<file path="src/rtl/ahbl2axi4l_pkg.sv">
// Shared constants for the AHB-Lite to AXI4-Lite bridge.
package ahbl2axi4l_pkg;

  // Bridge FSM encoding
  typedef logic [2:0] state_t;
  localparam state_t S_IDLE  = 3'd0;
  localparam state_t S_WR    = 3'd1;
  localparam state_t S_WRESP = 3'd2;
  localparam state_t S_RD    = 3'd3;
  localparam state_t S_ERR1  = 3'd4;
  localparam state_t S_ERR2  = 3'd5;

  // AHB transfer types
  localparam logic [1:0] HTRANS_IDLE   = 2'b00;
  localparam logic [1:0] HTRANS_BUSY   = 2'b01;
  localparam logic [1:0] HTRANS_NONSEQ = 2'b10;
  localparam logic [1:0] HTRANS_SEQ    = 2'b11;

  // AXI response codes
  localparam logic [1:0] AXI_RESP_OKAY   = 2'b00;
  localparam logic [1:0] AXI_RESP_EXOKAY = 2'b01;
  localparam logic [1:0] AXI_RESP_SLVERR = 2'b10;
  localparam logic [1:0] AXI_RESP_DECERR = 2'b11;

  // SLVERR and DECERR both map to an AHB ERROR; EXOKAY is plain OKAY
  function automatic logic resp_is_err(input logic [1:0] resp);
    return resp[1];
  endfunction

endpackage

</file>
<file path="src/rtl/ahbl2axi4l_p_strb_gen.sv">
// Byte-lane strobe generator: hsize + address LSBs -> write strobe.
// An hsize wider than the bus drives every lane.
module ahbl_strb_gen #(
  parameter int DATA_W = 32
) (
  input  logic [2:0]                     hsize,
  input  logic [$clog2(DATA_W/8)-1:0]    addr_lsb,
  output logic [DATA_W/8-1:0]            wstrb
);

  localparam int STRB_W = DATA_W / 8;
  localparam int OFF_W  = $clog2(STRB_W);

  logic       illegal;
  logic [4:0] lo;
  logic [4:0] hi;

  assign illegal = (hsize > 3'(OFF_W));
  assign lo      = 5'(addr_lsb);
  assign hi      = lo + (5'd1 << hsize);

  // A lane is on when it falls inside [offset, offset + 2^hsize)
  for (genvar i = 0; i < STRB_W; i++) begin : g_lane
    assign wstrb[i] = illegal | ((5'(i) >= lo) && (5'(i) < hi));
  end

endmodule

</file>
<file path="src/rtl/ahbl2axi4l_p.sv">
// AHB-Lite slave to AXI4-Lite master bridge with optional posted writes.
module ahbl2axi4l_p
  import ahbl2axi4l_pkg::*;
#(
  parameter int ADDR_W     = 32,
  parameter int DATA_W     = 32,
  parameter int POSTED_WR  = 0,
  parameter int MAX_WR_OUT = 2
) (
  input  logic                  aclk,
  input  logic                  areset,
  // AHB-Lite slave
  input  logic                  ahb_hsel,
  input  logic                  ahb_hreadyin,
  input  logic [ADDR_W-1:0]     ahb_haddr,
  input  logic [2:0]            ahb_hsize,
  input  logic [1:0]            ahb_htrans,
  input  logic                  ahb_hwrite,
  input  logic [DATA_W-1:0]     ahb_hwdata,
  output logic [DATA_W-1:0]     ahb_hrdata,
  output logic                  ahb_hready,
  output logic                  ahb_hresp,
  // AXI4-Lite master
  output logic [ADDR_W-1:0]     axi_awaddr,
  output logic                  axi_awvalid,
  input  logic                  axi_awready,
  output logic [DATA_W-1:0]     axi_wdata,
  output logic [DATA_W/8-1:0]   axi_wstrb,
  output logic                  axi_wvalid,
  input  logic                  axi_wready,
  input  logic [1:0]            axi_bresp,
  input  logic                  axi_bvalid,
  output logic                  axi_bready,
  output logic [ADDR_W-1:0]     axi_araddr,
  output logic                  axi_arvalid,
  input  logic                  axi_arready,
  input  logic [DATA_W-1:0]     axi_rdata,
  input  logic [1:0]            axi_rresp,
  input  logic                  axi_rvalid,
  output logic                  axi_rready,
  // Posted-write error reporting
  output logic                  wr_err,
  input  logic                  wr_err_clr
);

  localparam int         STRB_W  = DATA_W / 8;
  localparam int         OFF_W   = $clog2(STRB_W);
  localparam logic       PWR     = (POSTED_WR != 0);
  localparam logic [3:0] MAX_CNT = 4'(MAX_WR_OUT);

  if (DATA_W != 32 && DATA_W != 64) begin : g_bad_dw
    $error("ahbl2axi4l_p: DATA_W must be 32 or 64");
  end
  if (POSTED_WR != 0 && (MAX_WR_OUT < 1 || MAX_WR_OUT > 15)) begin : g_bad_max
    $error("ahbl2axi4l_p: MAX_WR_OUT must be 1..15");
  end

  state_t              state, state_n;
  logic [ADDR_W-1:0]   addr_q;
  logic [STRB_W-1:0]   wstrb_q;
  logic [STRB_W-1:0]   strb_n;
  logic                aw_done, w_done, ar_done;
  logic [3:0]          cnt;
  logic                accept;
  logic                aw_hs, w_hs, b_hs, ar_hs;
  logic                wr_last;
  logic                issue_ok;
  logic                unused_resp;

  assign unused_resp = ^{axi_bresp[0], axi_rresp[0]};

  ahbl_strb_gen #(.DATA_W(DATA_W)) u_strb (
    .hsize    (ahb_hsize),
    .addr_lsb (ahb_haddr[OFF_W-1:0]),
    .wstrb    (strb_n)
  );

  // Address phase is taken whenever we are showing hready=1 to a selected NONSEQ/SEQ
  assign accept = ahb_hsel & ahb_hreadyin & ahb_htrans[1] & ahb_hready;

  // Posted mode holds a new write off the bus while the B window is full
  assign issue_ok = !PWR || (cnt < MAX_CNT);

  assign axi_awaddr  = addr_q;
  assign axi_araddr  = addr_q;
  assign axi_wstrb   = wstrb_q;
  assign axi_wdata   = ahb_hwdata;
  assign axi_awvalid = (state == S_WR) && !aw_done && issue_ok;
  assign axi_wvalid  = (state == S_WR) && !w_done && issue_ok;
  assign axi_bready  = PWR ? (cnt != 4'd0) : (state == S_WRESP);
  assign axi_arvalid = (state == S_RD) && !ar_done && (!PWR || cnt == 4'd0);
  assign axi_rready  = (state == S_RD);
  assign ahb_hrdata  = axi_rdata;
  assign ahb_hresp   = (state == S_ERR1) || (state == S_ERR2);

  assign aw_hs   = axi_awvalid & axi_awready;
  assign w_hs    = axi_wvalid & axi_wready;
  assign b_hs    = axi_bvalid & axi_bready;
  assign ar_hs   = axi_arvalid & axi_arready;
  assign wr_last = (state == S_WR) && (aw_done | aw_hs) && (w_done | w_hs);

  // HREADYOUT: high in idle/ERR2 and in the cycle a transfer completes OKAY
  always_comb begin
    ahb_hready = 1'b0;
    case (state)
      S_IDLE:  ahb_hready = 1'b1;
      S_WR:    ahb_hready = PWR && wr_last;
      S_WRESP: ahb_hready = axi_bvalid && !resp_is_err(axi_bresp);
      S_RD:    ahb_hready = axi_rvalid && !resp_is_err(axi_rresp);
      S_ERR1:  ahb_hready = 1'b0;
      S_ERR2:  ahb_hready = 1'b1;
      default: ahb_hready = 1'b1;
    endcase
  end

  // Next state; an accepted address phase overrides the completion target
  always_comb begin
    state_n = state;
    case (state)
      S_IDLE:  state_n = S_IDLE;
      S_WR:    if (wr_last) state_n = PWR ? S_IDLE : S_WRESP;
      S_WRESP: if (axi_bvalid) state_n = resp_is_err(axi_bresp) ? S_ERR1 : S_IDLE;
      S_RD:    if (axi_rvalid) state_n = resp_is_err(axi_rresp) ? S_ERR1 : S_IDLE;
      S_ERR1:  state_n = S_ERR2;
      S_ERR2:  state_n = S_IDLE;
      default: state_n = S_IDLE;
    endcase
    if (accept) state_n = ahb_hwrite ? S_WR : S_RD;
  end

  // FSM state, latched address phase and per-channel handshake flags
  always_ff @(posedge aclk) begin
    if (areset) begin
      state   <= S_IDLE;
      addr_q  <= '0;
      wstrb_q <= '0;
      aw_done <= 1'b0;
      w_done  <= 1'b0;
      ar_done <= 1'b0;
    end else begin
      state <= state_n;
      if (accept) begin
        addr_q  <= ahb_haddr;
        wstrb_q <= strb_n;
        aw_done <= 1'b0;
        w_done  <= 1'b0;
        ar_done <= 1'b0;
      end else begin
        if (aw_hs) aw_done <= 1'b1;
        if (w_hs)  w_done  <= 1'b1;
        if (ar_hs) ar_done <= 1'b1;
      end
    end
  end

  // Writes issued but not yet answered by B; only moves in posted mode
  always_ff @(posedge aclk) begin
    if (areset) begin
      cnt <= 4'd0;
    end else begin
      if (PWR && wr_last && !b_hs)      cnt <= cnt + 4'd1;
      else if (PWR && b_hs && !wr_last) cnt <= cnt - 4'd1;
    end
  end

  // Sticky posted-write error; a new error beats a same-cycle clear
  always_ff @(posedge aclk) begin
    if (areset) begin
      wr_err <= 1'b0;
    end else begin
      wr_err <= (PWR && b_hs && resp_is_err(axi_bresp)) || (wr_err && !wr_err_clr);
    end
  end

endmodule
</file>
<file path="config.mk">
export PLATFORM = sky130hd
export DESIGN_NAME = ahbl2axi4l_p
export DESIGN_NICKNAME = d
export VERILOG_FILES = /design/src/rtl/ahbl2axi4l_pkg.sv /design/src/rtl/ahbl2axi4l_p_strb_gen.sv /design/src/rtl/ahbl2axi4l_p.sv
export SDC_FILE = /design/constraint.sdc
export NUM_CORES = 1
export LEC_CHECK = 0
export ABC_AREA = 0
export BUFFER_PORTS_ARGS = -buffer_cell sky130_fd_sc_hd__buf_2
export CAP_MARGIN = 20
export CORE_UTILIZATION = 25
export CTS_CLUSTER_SIZE = 40
export DETAILED_ROUTE_END_ITERATION = 12
export SLEW_MARGIN = 25
export SYNTH_ARGS = -nofsm -noshare
export SYNTH_HDL_FRONTEND = slang
export SYNTH_SLANG_ARGS = --single-unit
</file>
<file path="constraint.sdc">
create_clock -name aclk -period 1.9 [get_ports aclk]
set_clock_uncertainty 0.1 [all_clocks]
set_input_delay 0 -clock aclk [delete_from_list [all_inputs] [get_ports aclk]]
set_output_delay 0 -clock aclk [all_outputs]
set_load 0.1 [all_outputs]
</file>
==> impl_metrics.yaml, run 1 <==
place:
  routabilityCongestion: 0.727
  place_inst: 468
  pre_cts_slack_ns: 0.0552
  io_buffers: 124
  dp_hpwl_um: 4200
floorplan:
  die_w_um: 103
  rows: 36
  start_util: 0.259
  io_pins: 256
  fp.dieH_um: 103
logic_synthesis:
  syn_inst: 313
  synth_top_cell_area_share: 0.338
  synthesis.nets: 432
  yosysTopAreaCell: "dfxtp_1"
  synthTopCellsByArea: "dfxtp_1 34%, buf_4 28%, nand2_1 9.7%"
  synth_cell_types: 38
  synth_area_per_cell_um2: 8.13
  seq_area_frac_synth: 0.338
  yosysWarnings: 0
  syn-cell-area_um2: 2540
  ys_seq_elements: 43
clock_network:
  clockBufferDepth: 2
  post_cts_buffers: 0
  ctsHoldBuffers: 101
  h-tree-depth: 2
  cts_resized: 2
  cts_buffers: 5
  cts-root-buf: "clkbuf_8"
  clock_sinks: 43
outcome:
  outcome: "stopped before the end"
  stop_stage: "clock tree synthesis (4_1_cts)"
  error: "[ERROR RSZ-0060] Max buffer count reached."
-- cells by family after synthesis --
group,after synthesis,share of synthesized area
compound gates,55,0.136
fa+ha+maj,3,0.0177
buf+inv,111,0.329
flops,43,0.338
mux,1,0.00393
simple gates,100,0.175
-- metrics by stage --
stage	hold slack (ns)	setup TNS, ns	instance area (µm²)
2_1_floorplan	-0.0239	-0.860	2550
3_3_place_gp	-0.0993	0	2590
3_5_place_dp	-0.0993	0	2590
-- cells in the mapped netlist, drive strengths merged --
library cell / instances
nand3b: 1
o22ai: 1
o31ai: 1
nand4b: 1
ha: 2
nand2b: 3
a211o: 2
o21a: 1
mux2i: 1
and2: 1
o21ai: 3
a31oi: 3
nor3: 6
inv: 1
dfxtp: 43
or3b: 1
and3b: 1
nand2: 66
o21bai: 1
nor3b: 4
clkbuf: 5
a31o: 1
nor2b: 3
a311oi: 3
nand3: 3
buf: 105
a21oi: 36
fa: 1
a211oi: 2
o211ai: 1
nor2: 10
==> inputs of run 2 (changes only) <==
--- a/config.mk
+++ b/config.mk
@@ -8,9 +8,9 @@
 export ABC_AREA = 0
 export BUFFER_PORTS_ARGS = -buffer_cell sky130_fd_sc_hd__buf_2
 export CAP_MARGIN = 20
-export CORE_UTILIZATION = 25
-export CTS_CLUSTER_SIZE = 40
+export CORE_UTILIZATION = 20
 export DETAILED_ROUTE_END_ITERATION = 12
+export PLACE_DENSITY_LB_ADDON = 0.15
 export SLEW_MARGIN = 25
 export SYNTH_ARGS = -nofsm -noshare
 export SYNTH_HDL_FRONTEND = slang
==> run 2 against run 1 <==
The flow now finishes without violations. Synthesized cell count did not move. Area after synthesis did not move.
==> impl_metrics.yaml, run 2 <==
pwr:
  peakVddDrop_uv: 365
  power_frac_seq: 0.289
  p_int_mw: 1.76
  swShare: 0.475
  p_comb_frac: 0.455
  power.total_mw: 3.35
  leakage_nw: 1.74
  p_switching_mw: 1.59
  power_density_nw_per_um2: 874
  clockPowerShare: 0.256
worst_setup_path:
  cp-start-kind: "register"
  path_max_fanout: 8
  reg2reg_slack_ns: 0.25
  worstPathCellList: "buf_4 -> or3b_2 -> nor2_1 -> buf_12"
  rr_worst_depth: 5
  required_ns: 1.80
  crit_start: "state[0]"
  timing.critical_path.to: "axi_awvalid"
  r2r-start: "state[2]"
  crit_slowest_cell: "or3b_2"
  max_stage_delay_ns: 0.49
  critPathArrivalTime_ns: 1.73
  critPathCaptureType: "primary output"
  timing.rr.end: "axi_wstrb[3]"
  critPathKind: "reg2out"
global_route:
  grt_antenna_before_repair: 0
  grt_pass1_wl_um: 10100
  gr-total-overflow: 0
  grt_pass1_vias: 2047
  grt_max_degree: 29
  grt_use_total: 0.101
logic_synthesis:
  synthTopCellsByArea: "dfxtp_1 34%, buf_4 28%, nand2_1 9.7%"
  synthArstFlopShare: 0
  yosysWarnings: 0
  yosys_most_used_dff: "dfxtp_1"
  yosysMostFrequentCell: "buf_4"
  syn-cell-area_um2: 2540
  synth_commonest_cells: "96 x buf_4, 66 x nand2_1, 43 x dfxtp_1"
  synth_edf_count: 0
  synthesis.nets: 432
  ys_seq_elements: 43
  seq_area_frac_synth: 0.338
  synth_top_cell_area_share: 0.338
  synth_cell_types: 38
  yosysTopAreaCell: "dfxtp_1"
  syn_inst: 313
  synth_area_per_cell_um2: 8.13
clock_network:
  h-tree-depth: 2
  clockBufferDepth: 2
  cts_tree: "done"
  clkSlewWorstSetupHoldPaths_ns: 0.06
  clkLatencyLatePin_ns: 0.28
  cts-root-buf: "clkbuf_16"
  post_cts_buffers: 0
  clock_sinks: 43
  cts_buffers: 5
floorplan:
  die_w_um: 115
  start_util: 0.208
  io_pins: 256
  core-area_um2: 12200
  dieArea_um2: 13200
  fp.dieH_um: 115
  rows: 40
drt:
  drtAntennaViolNets: 0
  wl_per_cell_um: 11.9
  wl_met2_um: 3440
  top_layer: "met4"
  drc_errors: 0
  met3_length_um: 543
  drt_iter0_drc: 48
  viasPerCell: 3.93
  drt-total-wl_um: 7260
  first_pass_iters: 4
  wl_met1_um: 3200
  vias: 2399
outcome:
  outcome: "finished, final reports clean"
place:
  routabilityCongestion: 0.694
  placed_area_um2: 2660
  io_buffers: 124
  dp_hpwl_um: 4580
timing:
  slew_headroom: 0.335
  drv_slew: 0
  fin_crit_ns: 1.83
  finalSetupViolCount: 0
  hold_violations: 0
  period_share: 0.965
  worst_pin_slew_ns: 0.994
  max_freq_mhz: 545
  grt_setup_unrepaired: "yes"
min_path:
  hp-class: "in2reg"
finish:
  final_common_cell: "buf_2"
  largest_reg_flops: 32
  fin_area_um2: 3830
  n_antenna_cell: 0
  area_growth_pct: 50.6
  drive_above_1_share: 0.341
  mostFrequentLayoutCells: "122 x buf_2, 101 x dlygate4sd3_1, 66 x nand2_1, 43 x dfxtp_1, 34 x a21oi_1"
  nNetsFinal: 562
flow_run:
  maxCapViolCount: 0
==> run 2: worst max-delay path: cells and delay by family (launching register included) <==
kind	cells	cell delay, ns
and+or+nand+nor	2	0.70
DFF	1	0.38
buffers and inverters	2	0.38
==> run 2: final cells by class <==
type,instances,area (µm²)
multi-input cells,159,867
fillers,1335,8380
clock inverters,1,5.00
repair buffers,233,1750
clock buffers,6,139
flip-flops and latches,43,861
inverters,1,3.75
well taps,168,210
==> run 2: stage by stage <==
stage	hold slack (ns)	util	setup TNS [ns]	std cells	worst slack, ns
after floorplan	-0.0239	-	-0.860	313	-0.430
after global placement	-0.0993	0.218	0	503	0.133
after detailed placement	-0.0993	0.218	0	503	0.0465
after CTS	0.00880	0.313	0	611	0.0557
after global routing	0.0176	0.314	-0.00356	611	-0.00356
final	0.00656	0.314	0	611	0.0661
==> run 2: cell families (layout without fill, tap and decap cells) <==
family | Yosys count | count (layout) | share of synthesized area
muxes | 1 | 1 | 0.00393
buffers and inverters | 111 | 241 | 0.329
AOI/OAI and AO/OA | 55 | 55 | 0.136
and+or+nand+nor | 100 | 100 | 0.175
DFF | 43 | 43 | 0.338
adders and majority gates | 3 | 3 | 0.0177
==> run 2: worst min path at each step <==
| stage | start | to | slack, ns | cells past startpoint |
|---|---|---|---|---|
| global placement | axi_rdata[26] | ahb_hrdata[26] | -0.1 | 0 |
| CTS | ahb_hwrite | state[1] | 0.009 | 3 |
| detailed placement | axi_rdata[26] | ahb_hrdata[26] | -0.1 | 0 |
| finish | ahb_hwrite | state[1] | 0.007 | 3 |
| floorplan | wr_err_clr | wr_err | -0.02 | 1 |
| global route | ahb_hwrite | state[1] | 0.02 | 3 |
==> run 2: power by group through the flow <==
stage / registers [mW] / logic (mW) / clock network [mW]
3_5_place_dp: 0.989 / 0.827 / 0
5_1_grt: 0.973 / 1.58 / 0.942
4_1_cts: 0.968 / 1.53 / 0.908
2_1_floorplan: 1.21 / 1.10 / 0
6_report: 0.968 / 1.52 / 0.858
3_3_place_gp: 0.986 / 0.827 / 0
==> run 2: repair_timing <==
| action | 4_1_cts | 5_1_grt |
|---|---|---|
| setup endpoints to repair | 0 | 3 |
| resized for setup | 0 | 3 |
| hold endpoints to repair | 103 | 0 |
| hold buffers | 101 | 0 |
==> run 2: per-layer routing <==
| metal | up-vias | global-route usage |
|---|---|---|
| li1 | 1183 | - |
| met1 | 1055 | 0.122 |
| met2 | 154 | 0.177 |
| met3 | 7 | 0.0242 |
| met4 | 0 | 0.0338 |
| met5 | - | 0 |
Power figures use the tool's default switching activity.
